==> config.mk <==
export PLATFORM = sky130hd
export DESIGN_NAME = term_writer_flat
export DESIGN_NICKNAME = d
export VERILOG_FILES = /design/src/rtl/term_writer_if.sv /design/src/rtl/term_writer.sv /design/src/flat_wrapper.sv
export SDC_FILE = /design/constraint.sdc
export NUM_CORES = 1
export LEC_CHECK = 0
export ABC_AREA = 1
export ABC_CLOCK_PERIOD_IN_PS = 5100
export BUFFER_PORTS_ARGS = -buffer_cell sky130_fd_sc_hd__buf_4
export CAP_MARGIN = 20
export CORE_MARGIN = 3
export CORE_UTILIZATION = 55
export CTS_BUF_LIST = sky130_fd_sc_hd__clkbuf_2
export CTS_CLUSTER_SIZE = 28
export DETAILED_ROUTE_END_ITERATION = 10
export MAX_ROUTING_LAYER = met4
export PLACE_DENSITY = 0.74
export SETUP_SLACK_MARGIN = 0.1
export SYNTH_ARGS = -nofsm -noshare
export SYNTH_HDL_FRONTEND = slang
export SYNTH_SLANG_ARGS = --single-unit
export TNS_END_PERCENT = 100
==> constraint.sdc <==
create_clock -name clk_25M -period 5.1 [get_ports clk_25M]
set_input_delay 0.51 -clock clk_25M [delete_from_list [all_inputs] [get_ports clk_25M]]
set_output_delay 0.51 -clock clk_25M [all_outputs]
set_load 0.1 [all_outputs]
==> src/rtl/term_writer_if.sv <==
// rtl/term_writer_if.sv - character input and character-buffer write signals of term_writer
interface term_writer_if;
   logic        in_valid;
   logic [7:0]  in_char;
   logic        in_ready;
   logic        mem_we;
   logic [11:0] mem_addr;
   logic [7:0]  mem_data;
   logic [4:0]  top_row;
   logic [11:0] cursor_idx;

   modport master (
      output in_valid, in_char,
      input  in_ready, mem_we, mem_addr, mem_data, top_row, cursor_idx
   );

   modport slave (
      input  in_valid, in_char,
      output in_ready, mem_we, mem_addr, mem_data, top_row, cursor_idx
   );
endinterface

==> src/rtl/term_writer.sv <==
// rtl/term_writer.sv - writes a character stream into a scrolling terminal character buffer
module term_writer #(
   parameter int TERM_W = 70,
   parameter int TERM_H = 30
) (
   input logic          clk_25M,
   input logic          rst,
   term_writer_if.slave bus
);
   localparam logic [1:0]  INIT  = 2'd0;
   localparam logic [1:0]  IDLE  = 2'd1;
   localparam logic [1:0]  WRITE = 2'd2;
   localparam logic [1:0]  CLEAR = 2'd3;

   localparam logic [11:0] LAST_COL  = 12'(TERM_W - 1);
   localparam logic [11:0] ROW_STEP  = 12'(TERM_W);
   localparam logic [11:0] LAST_CELL = 12'(TERM_W * TERM_H - 1);
   localparam logic [4:0]  LAST_ROW  = 5'(TERM_H - 1);
   localparam logic [7:0]  SPACE = 8'h20;
   localparam logic [7:0]  CH_BS = 8'h08;
   localparam logic [7:0]  CH_LF = 8'h0A;
   localparam logic [7:0]  CH_CR = 8'h0D;

   logic [1:0]  state;
   logic [11:0] col;
   logic [11:0] row_base;
   logic [11:0] clr_cnt;
   logic [4:0]  crow;
   logic [4:0]  phys;
   logic [4:0]  top_row;
   logic        wr_adv;
   logic        mem_we;
   logic [11:0] mem_addr;
   logic [7:0]  mem_data;
   logic [11:0] cursor_idx;

   logic        accept;
   logic        printable;
   logic        newline;
   logic [4:0]  phys_nx;
   logic [4:0]  top_nx;
   logic [11:0] base_nx;

   // Physical row and its base address always advance together, so the
   // buffer address is a running sum rather than a row*width product.
   always_comb begin
      accept    = (state == IDLE) && bus.in_valid;
      printable = (bus.in_char >= 8'h20) && (bus.in_char <= 8'h7E);
      newline   = (accept && bus.in_char == CH_LF) ||
                  (state == WRITE && wr_adv && col == LAST_COL);
      phys_nx   = (phys == LAST_ROW) ? 5'd0 : phys + 5'd1;
      base_nx   = (phys == LAST_ROW) ? 12'd0 : row_base + ROW_STEP;
      top_nx    = (top_row == LAST_ROW) ? 5'd0 : top_row + 5'd1;
   end

   assign cursor_idx = row_base + col;

   always_ff @(posedge clk_25M or posedge rst) begin
      if (rst) begin
         state    <= INIT;
         col      <= '0;
         crow     <= '0;
         phys     <= '0;
         row_base <= '0;
         top_row  <= '0;
         clr_cnt  <= '0;
         wr_adv   <= 1'b0;
         mem_we   <= 1'b0;
         mem_addr <= '0;
         mem_data <= SPACE;
      end else if (newline) begin
         col      <= '0;
         phys     <= phys_nx;
         row_base <= base_nx;
         if (crow == LAST_ROW) begin
            top_row  <= top_nx;
            state    <= CLEAR;
            mem_we   <= 1'b1;
            mem_addr <= base_nx;
            mem_data <= SPACE;
            clr_cnt  <= '0;
         end else begin
            crow   <= crow + 5'd1;
            state  <= IDLE;
            mem_we <= 1'b0;
         end
      end else begin
         case (state)
            INIT: begin
               // The first INIT cycle only raises the strobe; mem_addr is the fill counter.
               mem_data <= SPACE;
               if (!mem_we) begin
                  mem_we <= 1'b1;
               end else if (mem_addr == LAST_CELL) begin
                  mem_we <= 1'b0;
                  state  <= IDLE;
               end else begin
                  mem_addr <= mem_addr + 12'd1;
               end
            end
            IDLE: begin
               if (accept) begin
                  if (printable) begin
                     state    <= WRITE;
                     mem_we   <= 1'b1;
                     mem_addr <= cursor_idx;
                     mem_data <= bus.in_char;
                     wr_adv   <= 1'b1;
                  end else if (bus.in_char == CH_CR) begin
                     col <= '0;
                  end else if (bus.in_char == CH_BS && col != 12'd0) begin
                     col      <= col - 12'd1;
                     state    <= WRITE;
                     mem_we   <= 1'b1;
                     mem_addr <= cursor_idx - 12'd1;
                     mem_data <= SPACE;
                     wr_adv   <= 1'b0;
                  end
               end
            end
            WRITE: begin
               mem_we <= 1'b0;
               state  <= IDLE;
               if (wr_adv) begin
                  col <= col + 12'd1;
               end
            end
            CLEAR: begin
               if (clr_cnt == LAST_COL) begin
                  mem_we <= 1'b0;
                  state  <= IDLE;
               end else begin
                  clr_cnt  <= clr_cnt + 12'd1;
                  mem_addr <= mem_addr + 12'd1;
               end
            end
            default: state <= INIT;
         endcase
      end
   end

   assign bus.in_ready   = (state == IDLE);
   assign bus.mem_we     = mem_we;
   assign bus.mem_addr   = mem_addr;
   assign bus.mem_data   = mem_data;
   assign bus.top_row    = top_row;
   assign bus.cursor_idx = cursor_idx;
endmodule

==> src/flat_wrapper.sv <==
// flat-port wrapper written by rule: the top's interface ports become plain ports
module term_writer_flat 
#(
   parameter int TERM_W = 70,
   parameter int TERM_H = 30
)
  (clk_25M, rst, bus_in_valid, bus_in_char, bus_in_ready, bus_mem_we, bus_mem_addr, bus_mem_data, bus_top_row, bus_cursor_idx);
  term_writer_if bus_i ();
  input logic clk_25M;
  input logic rst;
  input wire logic [$bits(bus_i.in_valid)-1:0] bus_in_valid;
  input wire logic [$bits(bus_i.in_char)-1:0] bus_in_char;
  output wire logic [$bits(bus_i.in_ready)-1:0] bus_in_ready;
  output wire logic [$bits(bus_i.mem_we)-1:0] bus_mem_we;
  output wire logic [$bits(bus_i.mem_addr)-1:0] bus_mem_addr;
  output wire logic [$bits(bus_i.mem_data)-1:0] bus_mem_data;
  output wire logic [$bits(bus_i.top_row)-1:0] bus_top_row;
  output wire logic [$bits(bus_i.cursor_idx)-1:0] bus_cursor_idx;
  assign bus_i.in_valid = bus_in_valid;
  assign bus_i.in_char = bus_in_char;
  assign bus_in_ready = bus_i.in_ready;
  assign bus_mem_we = bus_i.mem_we;
  assign bus_mem_addr = bus_i.mem_addr;
  assign bus_mem_data = bus_i.mem_data;
  assign bus_top_row = bus_i.top_row;
  assign bus_cursor_idx = bus_i.cursor_idx;
  term_writer #(.TERM_W(TERM_W), .TERM_H(TERM_H)) u_core (.clk_25M(clk_25M), .rst(rst), .bus(bus_i));
endmodule
; ---- Word level (Yosys, flattened, before mapping)
; Cells that the tools add are included.
; W data, S select, Z words.
[word_totals]
inputBits = 11
register_bits = 75
output_inout_bits = 39
wordCells = 128
[op_classes]
n_addsub = 10
magnitude_cmp = 2
eq_ne = 26
muxes = 54
n_reduce_logical = 23
bitwise_logic = 2
[op_table]
columns = cell, n
row1 = $mux W12, 20
row2 = $mux W8, 6
row3 = $add A12 B1 Y12 const B, 3
row4 = $pmux W12 S3, 1
row5 = $eq A12 B7 Y1 const B, 2
row6 = $eq A8 B4 Y1 const B, 3
row7 = $pmux W12 S2, 1
row8 = $sub A12 B1 Y12 const B, 2
row9 = $mux W2, 9
row10 = $pmux W8 S2, 1
row11 = $add A5 B1 Y5 const B, 3
row12 = $eq A5 B5 Y1 const B, 3
row13 = $ne A3 B1 Y1 const B, 5
row14 = $reduce_and A5 Y1, 3
row15 = $add A12 B12 Y12, 1
row16 = $add A12 B7 Y12 const B, 1
row17 = $eq A12 B12 Y1 const B, 1
row18 = $mux W1, 12
row19 = $reduce_bool A12 Y1, 1
row20 = $mux W5, 2
row21 = $ge A8 B6 Y1 const B, 1
row22 = $le A8 B7 Y1 const B, 1
row23 = $ne A4 B1 Y1 const B, 2
row24 = $pmux W2 S4, 1
row25 = 20 further kinds, 32

; ---- Logic depth before layout (Yosys ltp)
[depth]
ltp_word = 8
ltp_mapped = 16
ltp_nobuf = 16

; ---- Least setup slack after synthesis
; OpenSTA, ideal clock, no wires.
[synth_timing]
kind = flip-flop to flip-flop
from = register u_core.state[1]
to = register u_core.col[5]
n_path_buf = 1
setup_ps = 129
synth_period_minus_slack_ps = 3009
t_required_ps = 4971
path_slack_ps = 2091
arrival_time_ps = 2880
stages_incl_launch_ff = 11
cell_sequence = dfrtp_1 > inv_1 > ha_1 > clkinv_1 > nor2_4 > inv_2 > o32ai_1 > nor2_2 > buf_2 > nand4_1 > o21ai_0
[synth_between]
elab_chain_cells = 6
elab_cells_between_ends = 15
cone_classes = 6 x eq/ne / 2 x mux / 7 x reduce/logical
[synth_rtl]
columns = element, line_no
row1 = start: declaration, term_writer.sv:24  ; logic [1:0] state;
row2 = start signal: assignment, term_writer.sv:60  ; state <= INIT;
row3 = start signal: assignment, term_writer.sv:77  ; state <= CLEAR;
row4 = start signal: assignment, term_writer.sv:84  ; state <= IDLE;
row5 = $eq A2 B1 Y1 *, n/a
row6 = via bus_in_ready, flat_wrapper.sv:13  ; output wire logic [$bits(bus_i.in_ready)-1:0] bus_in_ready;
row7 = $logic_and A1 B1 Y1, term_writer.sv:47  ; accept = (state == IDLE) && bus.in_valid;
row8 = $logic_and A1 B1 Y1, term_writer.sv:49  ; newline = (accept && bus.in_char == CH_LF) ||
row9 = $logic_or A1 B1 Y1, term_writer.sv:49
row10 = "$ne A4 B1 Y1 (no source line), or another cell as far along", n/a
row11 = $reduce_and A5 Y1 (no source line), n/a
row12 = end signal: assignment, term_writer.sv:112  ; col <= col - 12'd1;
row13 = end signal: assignment, term_writer.sv:125  ; col <= col + 12'd1;
row14 = end: declaration, term_writer.sv:25  ; logic [11:0] col;
; The timed path passes the listed nets; every way through them passes the cells marked *.
; A chain may end at the register's enable or synchronous reset.

; ---- Worst setup path in the final report
[layout_timing]
from = register u_core.row_base[0]
to = output bus_cursor_idx[4]
[layout_between]
elab_chain_cells = 1
[layout_rtl]
columns = element, line_no
row1 = start: declaration, term_writer.sv:26  ; logic [11:0] row_base;
row2 = start signal: assignment, term_writer.sv:74  ; row_base <= base_nx;
row3 = $add A12 B12 Y12, term_writer.sv:56  ; assign cursor_idx = row_base + col;
row4 = end: declaration, flat_wrapper.sv:18  ; output wire logic [$bits(bus_i.cursor_idx)-1:0] bus_cursor_idx;
; Every way passes these cells.

==> results.yml <==
min_path:
  hold_path_class: "in -> reg"
sta:
  finalSetupViolCount: 0
  final_period_minus_worst_setup_slack_ps: 3400
  max_slew.worst_pin.slew_ps: 954
  final.setup_skew_ps: 55.4
  timing.slew.headroom_pct: 36.4
  final_hold_viol_count: 0
  total_neg_setup_slack_ps: 0
  timing.final.max_slew_violations: 0
  post-route-period-util_pct: 66.7
  maxClockFrequency_mhz: 294
  rsz0062_at_grt: "no"
synthesis:
  synth-async-reset-ratio_pct: 100
  synth-edff-count: 0
  synthesis.yosys.warnings: 0
  synth_seq_cells: 75
  synth_cells: 826
  ys_seq_area_share_pct: 32.5
  syn_area_sq_um: 5770
  synth_cell_type_count: 47
  ys.flop_type: "sky130_fd_sc_hd__dfrtp_1"
  syn_area_per_cell_sq_um: 6.99
  postSynthNetCount: 869
setup_path:
  critical_path.startpoint_type: "flop"
  worst_ep_arrival_time_ps: 2890
  worst_r2r_endpoint: "u_core.col[6]"
  crit_path_max_fanout: 4
  reg2reg_depth: 12
  timing.critical_path.to_type: "output port"
  critPathCapture: "bus_cursor_idx[4]"
  critPathKind: "reg -> out"
  critical_path.reg2reg.startpoint: "u_core.state[0]"
  worstSetupStartpoint: "u_core.row_base[0]"
  regToRegSetupSlack_ps: 1750
  cp_data_required_time_ps: 4590
clock_network:
  tritoncts: "done"
  h-tree-depth: 3
  max-clock-path-buffers: 2
  number_of_buffers_created_by_cts: 9
  cts_post_setup_buffers_inserted: 0
  cts_resized: 0
  worstSkewPairLatency_ps: 570
  tritoncts_num_sinks: 75
  cts_root_buf: "sky130_fd_sc_hd__clkbuf_2"
  clk_transition_reported_paths_ps: 280
  postCtsHoldBufs: 0
cells_and_area:
  final-instance-count-excl-fill: 1012
  layout.cells.most_common_list: "sky130_fd_sc_hd__nand2_1, sky130_fd_sc_hd__inv_1, sky130_fd_sc_hd__nor2_1"
  num-nets-final: 917
  final_core_utilization_pct: 63.8
  post_route_cells_drive_above_1_share_pct: 11.8
  syn2layout_area_growth_pct: 10.5
  ant_diodes: 0
  final_common_cell: "sky130_fd_sc_hd__nand2_1"
floorplanning:
  boundaryPins: 50
  fp.dieH_um: 108
  start_util_pct: 57.7
  num_rows: 36
  placeableCoreArea_sq_um: 10000
  design.die.area_sq_um: 11800
  chipWidth_um: 108
global_route:
  pin_count_of_the_biggest_net_entering_global_routing: 76
  globalRoute.totalOverflow: 0
  via_count_of_the_first_global_routing_pass: 5535
  grt.total_usage_pct: 29.1
  initial_antenna_violation_count: 0
  first_pass_grt_wire_length_um: 26400
routing:
  routed-via-count: 5864
  wirelength_routed_um: 15900
  drt.antenna.violating_nets: 0
  post_detailed_route_wirelength_per_cell_um: 15.7
  detail_route.first_pass.iterations: 6
  remaining_drc_errors: 0
  iteration_0_drc_markers: 534
  viasPerCell: 5.79
power_and_ir_drop:
  power_density_nw_per_um2: 157
  p_leak_nw: 3.28
  ir_worst_vdd_uv: 154
placement:
  port_buffers: 49
  gp_congestion: 0.990
  hpwl_um: 12500
  placed_cells: 996
flow_run:
  drv.max_cap_violation_count: 0
run_status:
  run_status: "finished clean"
worst min-delay path by stage:
stage          cells past startpoint                    from                     end  slack, ps
5_1_grt                            3            bus_in_valid           u_core.wr_adv        140
4_1_cts                            3            bus_in_valid           u_core.wr_adv        170
6_report                           3            bus_in_valid           u_core.wr_adv        180
3_5_place_dp                       2  u_core.bus.mem_data[5]  u_core.bus.mem_data[5]        460
3_3_place_gp                       2  u_core.bus.mem_data[5]  u_core.bus.mem_data[5]        450
2_1_floorplan                      1          u_core.crow[4]          u_core.crow[4]        450
layer usage:
metal | vias up | GRT usage, % | wire length, um
met4 | 0 | 11.6 | 562
met2 | 237 | 49.0 | 7790
met5 | - | - | 0
li1 | 2835 | - | -
met3 | 46 | 3.88 | 849
met1 | 2746 | 35.4 | 6720
cells in the mapped netlist, types with 7 or more instances:
cell type | number | share of area, %
sky130_fd_sc_hd__nand2_1 | 193 | 13
sky130_fd_sc_hd__inv_1 | 107 | 7.0
sky130_fd_sc_hd__nor2_1 | 77 | 5.0
sky130_fd_sc_hd__dfrtp_1 | 74 | 32
sky130_fd_sc_hd__nand3_1 | 67 | 5.8
sky130_fd_sc_hd__o21ai_0 | 59 | 5.1
sky130_fd_sc_hd__a21oi_1 | 31 | 2.7
sky130_fd_sc_hd__ha_1 | 31 | 6.7
sky130_fd_sc_hd__xor2_1 | 28 | 4.2
sky130_fd_sc_hd__nand4_1 | 26 | 2.8
sky130_fd_sc_hd__nor3_1 | 25 | 2.2
sky130_fd_sc_hd__inv_2 | 10 | 0.65
sky130_fd_sc_hd__o31ai_1 | 8 | 1.0
sky130_fd_sc_hd__buf_2 | 7 | 0.61
sky130_fd_sc_hd__nand3b_1 | 7 | 0.91
state kept, by name, indices dropped and copies added, names as in the netlist:
name / cells
u_core.crow: 5
u_core.row_base: 12
u_core.bus.mem_addr: 12
u_core.phys: 5
u_core.col: 12
u_core.clr_cnt: 12
u_core.bus.mem_we: 1
u_core.state: 2
u_core.wr_adv: 1
u_core.bus.top_row: 5
u_core.bus.mem_data: 8
critical path, stage by stage, from the launching register on:
cell and delay, ps:
sky130_fd_sc_hd__dfrtp_1 530, sky130_fd_sc_hd__ha_1 300, sky130_fd_sc_hd__fa_1 450, sky130_fd_sc_hd__nand2_1 110, sky130_fd_sc_hd__nand2_1 110, sky130_fd_sc_hd__nand2_1 90
sky130_fd_sc_hd__nand2_1 90, sky130_fd_sc_hd__and2_1 160, sky130_fd_sc_hd__inv_1 160, sky130_fd_sc_hd__buf_4 330
area by class of cell:
type                    count  area [sq um]
clock buffers               9          45.0
multi-input cells         617          3370
clock inverters             7          82.6
inverters                 121           460
repair buffers             50           375
flip-flops and latches     75          1880
well taps                 133           166
fillers                   921          3620
per-stage QoR:
| step | hold WS, ps | power (W) | worst slack, ps | cell area [sq um] |
|---|---|---|---|---|
| final | 176 | 0.00100 | 1700 | 6380 |
| after global routing | 135 | 0.00104 | 1520 | 6380 |
| after CTS | 173 | 0.00101 | 1720 | 6380 |
| after detailed placement | 464 | 0.000642 | 1900 | 6250 |
| after global placement | 453 | 0.000641 | 2040 | 6250 |
| after floorplan | 446 | 0.000627 | 2090 | 5770 |
cell families (layout without fill, tap and decap cells):
kind of cell	after synthesis	in the layout	synth area share, %
compound gates	129	129	12.9
xor+xnor	34	34	5.16
fa+ha+maj	32	32	7.07
buf+inv	134	187	9.10
flops	75	75	32.5
simple gates	422	422	33.2
where the power goes:
group | switching [W] | internal [W]
clock | 0.000249 | 0.000122
sequential | 0 | 0.000596
combinational | 0.0000252 | 0.0000100
total | 0.000274 | 0.000728
Power figures use the tool's default switching activity.
